[config.mk]
export PLATFORM = sky130hd
export DESIGN_NAME = rgb_fade_controller
export DESIGN_NICKNAME = d
export VERILOG_FILES = /design/src/rtl/rgb_fade_controller.sv
export SDC_FILE = /design/constraint.sdc
export NUM_CORES = 1
export LEC_CHECK = 0
export CORE_ASPECT_RATIO = 0.75
export CORE_MARGIN = 1
export CORE_UTILIZATION = 31
export DETAILED_ROUTE_END_ITERATION = 10
export PLACE_DENSITY = 0.41
export REMOVE_ABC_BUFFERS = 1
export SYNTH_ARGS = -nofsm -noshare
export SYNTH_HDL_FRONTEND = slang
export SYNTH_SLANG_ARGS = --single-unit
[constraint.sdc]
create_clock -name clk -period 12.83 [get_ports clk]
set_clock_uncertainty 0.1 [all_clocks]
set_input_delay 2.566 -clock clk [delete_from_list [all_inputs] [get_ports clk]]
set_output_delay 2.566 -clock clk [all_outputs]
set_load 0.1 [all_outputs]
[src/rtl/rgb_fade_controller.sv]
// rgb_fade_controller: multi-channel PWM LED driver with per-channel target
// registers and optional hardware fading. Duty updates are applied only at
// PWM period boundaries, so the outputs never glitch.
module rgb_fade_controller #(
    parameter int R        = 8,
    parameter int CH       = 3,
    parameter int SEL_W    = 2,
    parameter int TICK_DIV = 100000,
    parameter int STEP     = 1
) (
    input  logic             clk,
    input  logic             reset_n,
    input  logic             load,
    input  logic [SEL_W-1:0] ch_sel,
    input  logic [R:0]       target,
    input  logic             fade_en,
    output logic [CH-1:0]    pwm_out,
    output logic             busy,
    output logic             load_err,
    output logic             period_start
);

    localparam int W   = R + 1;
    localparam int TW  = (TICK_DIV > 2) ? $clog2(TICK_DIV) : 1;
    localparam int SW1 = SEL_W + 1;

    localparam logic [R:0]      CNT_MAX  = '1;
    localparam logic [R:0]      CNT_ONE  = W'(1);
    localparam logic [R:0]      STEP_V   = W'(STEP);
    localparam logic [TW-1:0]   TICK_MAX = TW'(TICK_DIV - 1);
    localparam logic [TW-1:0]   TICK_ONE = TW'(1);
    localparam logic [SEL_W:0]  CH_V     = SW1'(CH);

    logic [R:0]    pwm_cnt;
    logic [TW-1:0] tick_cnt;
    logic [R:0]    tgt     [CH];
    logic [R:0]    cur     [CH];
    logic [R:0]    act     [CH];
    logic [R:0]    tgt_nxt [CH];
    logic [R:0]    cur_nxt [CH];
    logic          tick;
    logic          load_ok;
    logic          busy_nxt;

    // Next target/current duty per channel: the fade step sees the old target,
    // while a jump-mode load overrides whatever the tick would have produced.
    always_comb begin
        tick     = (tick_cnt == TICK_MAX);
        load_ok  = load && ({1'b0, ch_sel} < CH_V);
        busy_nxt = 1'b0;
        for (int i = 0; i < CH; i++) begin
            tgt_nxt[i] = tgt[i];
            cur_nxt[i] = cur[i];
            if (tick) begin
                if (!fade_en) begin
                    cur_nxt[i] = tgt[i];
                end else if (cur[i] < tgt[i]) begin
                    cur_nxt[i] = ((tgt[i] - cur[i]) > STEP_V) ? (cur[i] + STEP_V) : tgt[i];
                end else if (cur[i] > tgt[i]) begin
                    cur_nxt[i] = ((cur[i] - tgt[i]) > STEP_V) ? (cur[i] - STEP_V) : tgt[i];
                end
            end
            if (load_ok && (ch_sel == SEL_W'(i))) begin
                tgt_nxt[i] = target;
                if (!fade_en) begin
                    cur_nxt[i] = target;
                end
            end
            busy_nxt = busy_nxt | (cur_nxt[i] != tgt_nxt[i]);
        end
    end

    // Shared free-running PWM counter and fade tick divider.
    always_ff @(posedge clk or negedge reset_n) begin
        if (!reset_n) begin
            pwm_cnt  <= '0;
            tick_cnt <= '0;
        end else begin
            pwm_cnt  <= pwm_cnt + CNT_ONE;
            tick_cnt <= tick ? '0 : (tick_cnt + TICK_ONE);
        end
    end

    // Channel state; act only follows cur on the last count of a period.
    always_ff @(posedge clk or negedge reset_n) begin
        if (!reset_n) begin
            for (int i = 0; i < CH; i++) begin
                tgt[i] <= '0;
                cur[i] <= '0;
                act[i] <= '0;
            end
        end else begin
            for (int i = 0; i < CH; i++) begin
                tgt[i] <= tgt_nxt[i];
                cur[i] <= cur_nxt[i];
                if (pwm_cnt == CNT_MAX) begin
                    act[i] <= cur[i];
                end
            end
        end
    end

    // Registered outputs: PWM compare, status flags and period marker.
    always_ff @(posedge clk or negedge reset_n) begin
        if (!reset_n) begin
            pwm_out      <= '0;
            busy         <= 1'b0;
            load_err     <= 1'b0;
            period_start <= 1'b0;
        end else begin
            for (int i = 0; i < CH; i++) begin
                pwm_out[i] <= (pwm_cnt < act[i]);
            end
            busy         <= busy_nxt;
            load_err     <= load && !load_ok;
            period_start <= (pwm_cnt == CNT_MAX);
        end
    end

endmodule

==> reports/metrics.csv, run 1 <==
stage;metric;value;unit
timing;final worst path period share;44.0;%
global_routing;largest net degree at the start of global routing;60;
synthesis;Avg Inst Size Synth;7.89;um^2
clock_tree;root buf cell;clkbuf_16;
clock_tree;CTS sink cnt;113;
clock_tree;buffer depth of the longest clock path;2;
global_routing;final global-route overflow total;0;
layout;share of cells above drive strength 1;5.94;%
clock_tree;CTS buffer count;17;
power_and_ir_drop;VDD IR-drop max;63.6;uV
critical_path;R2R Setup Slk;7.18;ns
placement;GPL Wtd Cong;0.851;
routing;M1 wire length;20.3;mm
synthesis;Top FF cell, synth;dfrtp_1;
timing;Final TNS setup;0;ns
routing;Wirelength per Cell;21.5;um
floorplan;num ports;21;
timing;Slew Limit Fails;0;
critical_path;crit start category;flop;
timing;Slew @ Worst Pin;0.989;ns
critical_path;CP peak stage delay;0.72;ns
floorplan;overall die area;0.0353;mm^2
clock_tree;Post-CTS Resized;0;
power_and_ir_drop;PwrDens;155;mW/mm^2
synthesis;Yosys top cell area share;26.4;%
critical_path;WP data arrival;5.82;ns
routing;met2 routed WL;15.3;mm
critical_path;R2R Path End;busy;
critical_path;worst-path cell with the longest stage delay;a2111oi_2;
routing;first-pass detailed-route iteration total;8;
synthesis;total of warnings raised by yosys;0;
critical_path;CP endpoint kind;flop;
critical_path;CP Data Required Time;13.00;ns
synthesis;library cells used by synthesis;83;
global_routing;initial antenna violation count;1;
timing;final hold viol count;0;
routing;metal3 WL;2.64;mm
placement;PortBufs;20;
synthesis;Post-synth EDFFs;0;
routing;top sig layer;met4;
synthesis;synth top area cells;dfrtp_1 (26%), ha_1 (9.8%), nand2_1 (5.3%);
clock_tree;hold buffer count at CTS;0;
critical_path;CP Cell Sequence;inv_1 -> ha_1 -> fa_1 -> nand2b_1 -> a21oi_1 -> xor2_1 -> a2111o_1 -> a2111oi_2 -> mux2i_1 -> o311ai_1 -> mux2_1 -> a221o_1 -> a2111oi_0 -> o2111a_1 -> nand4_1;
hold_path;WHS Endpoint;tick_cnt[4];
synthesis;Mapped Area;0.0107;mm^2
routing;DR iter-0 viols;1073;
timing;Worst Hold Margin;0.393;ns
routing;DRC;0;
clock_tree;clk slew on worst S/H paths;0.06;ns
floorplan;Die X;217;um
clock_tree;Post-CTS Setup Inserts;0;
routing;post-route ant nets;0;
global_routing;number of global-route vias before repair;9529;
synthesis;asr flop ratio synth;100;%
timing;slew margin rel.;33.6;%
routing;vias per std cell;5.60;
placement;cell area after placement;0.0112;mm^2
layout;fill count;3589;
hold_path;Hold Path Origin;tick_cnt[4];
timing;FMAX;177;MHz
synthesis;Yosys top cell by area;dfrtp_1;
routing;routed vias;10071;
critical_path;FF-to-FF path depth;15;
floorplan;Site Rows;58;
global_routing;Total GRT Usage;22.4;%
layout;final instance area;0.0118;mm^2
synthesis;#FFs+latches synth;113;
synthesis;Post-synth top cells;nand2_1 (150), nor2_1 (120), dfrtp_1 (113);
floorplan;DIE HEIGHT;163;um
critical_path;R2R Path Start;cur[18];
power_and_ir_drop;Leak;4.94;nW
critical_path;critical-path maximum fanout;10;
routing;final wirelength;38.6;mm
layout;P&R area growth vs syn;10.2;%
hold_path;min-delay worst type;flop to flop;
hold_path;hold path cells;1;
layout;final net count;1439;
synthesis;cell with the most instances after synthesis;nand2_1;
timing;Final min period;5.65;ns
layout;Antenna Cells;0;
flow_run;maxcap violations;0;
global_routing;first-pass GRT wire length;60.1;mm
synthesis;Synth Instances;1357;
power_and_ir_drop;Tot Pwr;1.83;mW
placement;dpl hpwl;28.7;mm
timing;RSZ-0062 raised after global routing;false;
synthesis;sequential element share of the synthesized area;26.4;%
timing;final setup fails;0;
clock_tree;CTS tree;yes;
critical_path;CP top delay family;compound AO/OA/AOI/OAI gates;
status;status;finished clean;
critical_path;CP bufs+invs;1;
floorplan;Initial Utilization;31.7;%
clock_tree;worst-skew pair later-pin latency;0.42;ns
critical_path;category of the most critical setup path;flop to flop;
floorplan;core area;0.0337;mm^2
clock_tree;H-tree depth;4;
## registers in the layout, indices dropped and copies added, names as in the netlist
signal / count
pwm_cnt: 9
busy: 1
period_start: 1
tick_cnt: 17
act: 27
load_err: 1
pwm_out: 3
cur: 27
tgt: 27
## per-layer routing
| metal | GRT usage, % | vias to the layer above |
|---|---|---|
| li1 | - | 4813 |
| met1 | 35.4 | 4879 |
| met2 | 30.7 | 350 |
| met3 | 4.46 | 29 |
| met4 | 4.32 | 0 |
| met5 | 0 | - |
## kinds of logic (layout without fill, tap and decap cells)
family | after synthesis | in the layout | share of synthesized area [%]
and+or+nand+nor | 481 | 481 | 21.7
adders and majority gates | 90 | 90 | 10.9
DFF | 113 | 113 | 26.4
xor gates and xnor gates | 77 | 77 | 6.30
buffers and inverters | 168 | 158 | 6.84
muxes | 40 | 40 | 3.88
AOI/OAI and AO/OA | 388 | 388 | 23.9
## where the power goes
part           switching, mW  internal, mW
logic                  0.522         0.314
clock network          0.182         0.321
registers              0.105         0.388
total                  0.809          1.02
## cell type report
| cell class | instances | area, um^2 | area share (%) |
|---|---|---|---|
| Inverter | 95 | 357 | 3.02 |
| Tap cell | 450 | 563 | 4.78 |
| Sequential cell | 113 | 2830 | 24.0 |
| Timing Repair Buffer | 31 | 275 | 2.33 |
| Multi-Input combinational cell | 1076 | 7160 | 60.7 |
| Clock buffer | 23 | 478 | 4.05 |
| Clock inverter | 9 | 130 | 1.10 |
## through the flow
step / util (%) / cells / setup WS (ns)
3_5_place_dp: 33.1 / 1765 / 6.90
3_3_place_gp: 33.1 / 1765 / 6.92
6_report: 34.9 / 1797 / 7.18
5_1_grt: 34.9 / 1797 / 6.89
4_1_cts: 34.9 / 1797 / 7.33
2_1_floorplan: - / 1284 / 6.71
## cells in the final DEF, fill, tap and decap left out, drive strengths merged, types with 16 or more instances in the layout
cell           Yosys  final
nand2b            25     25
clkbuf            52     23
xnor2             48     48
xor2              29     29
o21ai            105    105
nand2            150    150
a22oi             16     16
nand3             52     52
mux2i             28     28
inv               93     93
a21oi             88     88
a211oi            24     24
nor2             121    121
a31oi             16     16
clkdlybuf4s50      0     18
ha                84     84
dfrtp            113    113
nor3              28     28
## worst max path at each step
stage | cells past startpoint | slack [ns] | startpoint | endpoint
2_1_floorplan | 9 | 6.71 | ch_sel[1] | busy
3_3_place_gp | 12 | 6.92 | ch_sel[1] | busy
3_5_place_dp | 13 | 6.90 | ch_sel[1] | busy
4_1_cts | 15 | 7.33 | cur[18] | busy
5_1_grt | 15 | 6.89 | cur[18] | busy
6_report | 15 | 7.18 | cur[18] | busy
Note: power is estimated with default switching activity, not from simulation.
==> run 2, diff against run 1 <==
==> constraint.sdc (replaced) <==
create_clock -name clk -period 5.43 [get_ports clk]
set_clock_uncertainty 0.1 [all_clocks]
set_input_delay 1.086 -clock clk [delete_from_list [all_inputs] [get_ports clk]]
set_output_delay 1.086 -clock clk [all_outputs]
set_load 0.1 [all_outputs]
==> run 2 against run 1 <==
Against the previous run:
- sequential share of layout area down 0.52 points
- sequential power up 110%
- die area unchanged
- register-to-register slack worse by 6.7 ns
- non-clock buffer count up 33
- setup slack worse by 6.7 ns
- first-iteration DRC count down 17%
- hold slack better by 0.0045 ns
- via count up 0.68%
- combinational power rose to 2.5 times the previous value
- wire length up 2.7%
- critical path depth down 1
- critical path type unchanged
==> reports/metrics.csv, run 2 (synthesis results as in run 1) <==
stage;metric;value;unit;change
layout;final net count;1472;;was 1439
critical_path;critical-path maximum fanout;8;;was 10
critical_path;CP Cell Sequence;inv_1 -> fa_1 -> nand2b_1 -> a21oi_1 -> xor2_1 -> a2111o_1 -> a2111oi_2 -> mux2i_1 -> o311ai_1 -> mux2_1 -> a221o_1 -> a2111oi_0 -> o2111a_1 -> nand4_1;;was inv_1 -> ha_1 -> fa_1 -> nand2b_1 -> a21oi_1 -> xor2_1 -> a2111o_1 -> a2111oi_2 -> mux2i_1 -> o311ai_1 -> mux2_1 -> a221o_1 -> a2111oi_0 -> o2111a_1 -> nand4_1
critical_path;CP bufs+invs;1;;unchanged
routing;vias per std cell;5.54;;was 5.60
hold_path;min-delay worst type;flop to flop;;unchanged
clock_tree;H-tree depth;4;;unchanged
critical_path;crit start category;flop;;unchanged
critical_path;R2R Setup Slk;0.52;ns;was 7.18 ns
clock_tree;CTS tree;yes;;unchanged
power_and_ir_drop;VDD IR-drop max;170;uV;was 63.6 uV
placement;DP Worst Slack;0.569;ns;was 6.90 ns
timing;Slew Limit Fails;0;;unchanged
floorplan;Site Rows;58;;unchanged
floorplan;num ports;21;;unchanged
routing;DRC;0;;unchanged
routing;DR iter-0 viols;886;;was 1073
clock_tree;buffer depth of the longest clock path;2;;unchanged
placement;GPL Wtd Cong;0.897;;was 0.851
clock_tree;worst-skew pair later-pin latency;0.44;ns;was 0.42 ns
critical_path;worst-path cell with the longest stage delay;dfrtp_1;;was a2111oi_2
placement;dpl hpwl;30.2;mm;was 28.7 mm
hold_path;hold path cells;1;;unchanged
critical_path;FF-to-FF path depth;14;;was 15
global_routing;final global-route overflow total;0;;unchanged
routing;first-pass detailed-route iteration total;5;;was 8
routing;post-route ant nets;0;;unchanged
timing;final setup fails;0;;unchanged
routing;final wirelength;39.6;mm;was 38.6 mm
critical_path;WP data arrival;5.12;ns;was 5.82 ns
timing;slew margin rel.;35.1;%;was 33.6%
layout;non-filler cells, final;1830;;was 1797
timing;final worst path period share;90.5;%;was 44.0%
critical_path;cell depth of the worst setup path;14;;was 15
global_routing;largest net degree at the start of global routing;46;;was 60
timing;FMAX;203;MHz;was 177 MHz
timing;Final min period;4.91;ns;was 5.65 ns
floorplan;Die X;217;um;unchanged
power_and_ir_drop;PwrDens;364;mW/mm^2;was 155 mW/mm^2
clock_tree;CTS sink cnt;113;;unchanged
layout;share of cells above drive strength 1;8.33;%;was 5.94%
layout;most common cell after layout, fill and taps aside;nand2_1;;unchanged
timing;Slew @ Worst Pin;0.970;ns;was 0.989 ns
timing;Final WS setup;0.515;ns;was 7.18 ns
placement;DP Cell Count;1798;;was 1765
timing;RSZ-0062 raised after global routing;false;;unchanged
global_routing;first-pass GRT wire length;61.1;mm;was 60.1 mm
global_routing;number of global-route vias before repair;9675;;was 9529
layout;fill count;3507;;was 3589
placement;PortBufs;20;;unchanged
clock_tree;CTS buffer count;17;;unchanged
clock_tree;hold buffer count at CTS;0;;unchanged
floorplan;Initial Utilization;31.7;%;unchanged
layout;Antenna Cells;0;;unchanged
flow_run;maxcap violations;0;;unchanged
routing;Wirelength per Cell;21.6;um;was 21.5 um
critical_path;CP Data Required Time;5.63;ns;was 13.00 ns
critical_path;CP top delay family;compound AO/OA/AOI/OAI gates;;unchanged
timing;final hold viol count;0;;unchanged
layout;P&R area growth vs syn;12.6;%;was 10.2%
floorplan;overall die area;0.0353;mm^2;unchanged
global_routing;initial antenna violation count;0;;was 1
layout;Largest regs;act x27, cur x27, tgt x27;;unchanged
clock_tree;clk slew on worst S/H paths;0.06;ns;about the same
clock_tree;Post-CTS Setup Inserts;0;;unchanged
global_routing;Total GRT Usage;23.0;%;was 22.4%
power_and_ir_drop;Tot Pwr;4.39;mW;was 1.83 mW
status;status;finished clean;;unchanged
layout;commonest non-fill, non-tap cells in the layout;nand2_1 (150), nor2_1 (119), dfrtp_1 (113), o21ai_0 (103), inv_1 (93);;unchanged
layout;post-layout util;35.7;%;was 34.9%
critical_path;CP endpoint kind;flop;;unchanged
floorplan;DIE HEIGHT;163;um;unchanged
critical_path;category of the most critical setup path;flop to flop;;unchanged
critical_path;CP peak stage delay;0.54;ns;was 0.72 ns
clock_tree;Post-CTS Resized;0;;unchanged
floorplan;core area;0.0337;mm^2;unchanged
timing;Final TNS setup;0;ns;unchanged
power_and_ir_drop;Leak;5.09;nW;was 4.94 nW
routing;routed vias;10139;;was 10071
clock_tree;root buf cell;clkbuf_16;;unchanged
## run 2: changes by cell type in the layout (fill, tap and decap cells not counted), sizes merged
cell	delta
buf	+33
clkbuf	-2
inv	+2
clkinvlp	+3
clkinv	-3
## run 2: metal layers
metal	routed length, um	vias up	track usage (%)
met5	0	-	0
met4	788	0	6.56
met3	2650	46	5.85
met2	15500	309	31.0
met1	20700	4906	35.2
li1	-	4878	-
## run 2: worst paths after layout
| path | to | start |
|---|---|---|
| setup / recovery | busy | cur[19] |
| hold / removal | tick_cnt[0] | tick_cnt[0] |
| setup reg to reg | busy | cur[19] |
| hold reg to reg | tick_cnt[0] | tick_cnt[0] |
| max in group asynchronous | tgt[0] | reset_n |
| min in group asynchronous | pwm_out[0] | reset_n |
## run 2: power breakdown
group	switching, mW	internal, mW	total [mW]	leakage, nW
Clock	0.454	0.760	1.21	0.292
Combinational	1.35	0.788	2.13	3.38
Sequential	0.121	0.919	1.04	1.42
## run 2: through the flow
step                cell area (um^2)  hold WS, ns
floorplan                      10300        0.355
global placement               11400        0.383
detailed placement             11400        0.384
CTS                            12100        0.392
global route                   12100        0.404
finish                         12100        0.398
## run 2: area by class of cell
cell class / instances / area, um^2 / share of cell area [%]
well taps: 450 / 563 / 4.67
inverters: 95 / 357 / 2.96
multi-input cells: 1076 / 7160 / 59.4
clock buffers: 21 / 470 / 3.90
clock inverters: 11 / 151 / 1.26
repair buffers: 64 / 523 / 4.34
flip-flops and latches: 113 / 2830 / 23.5
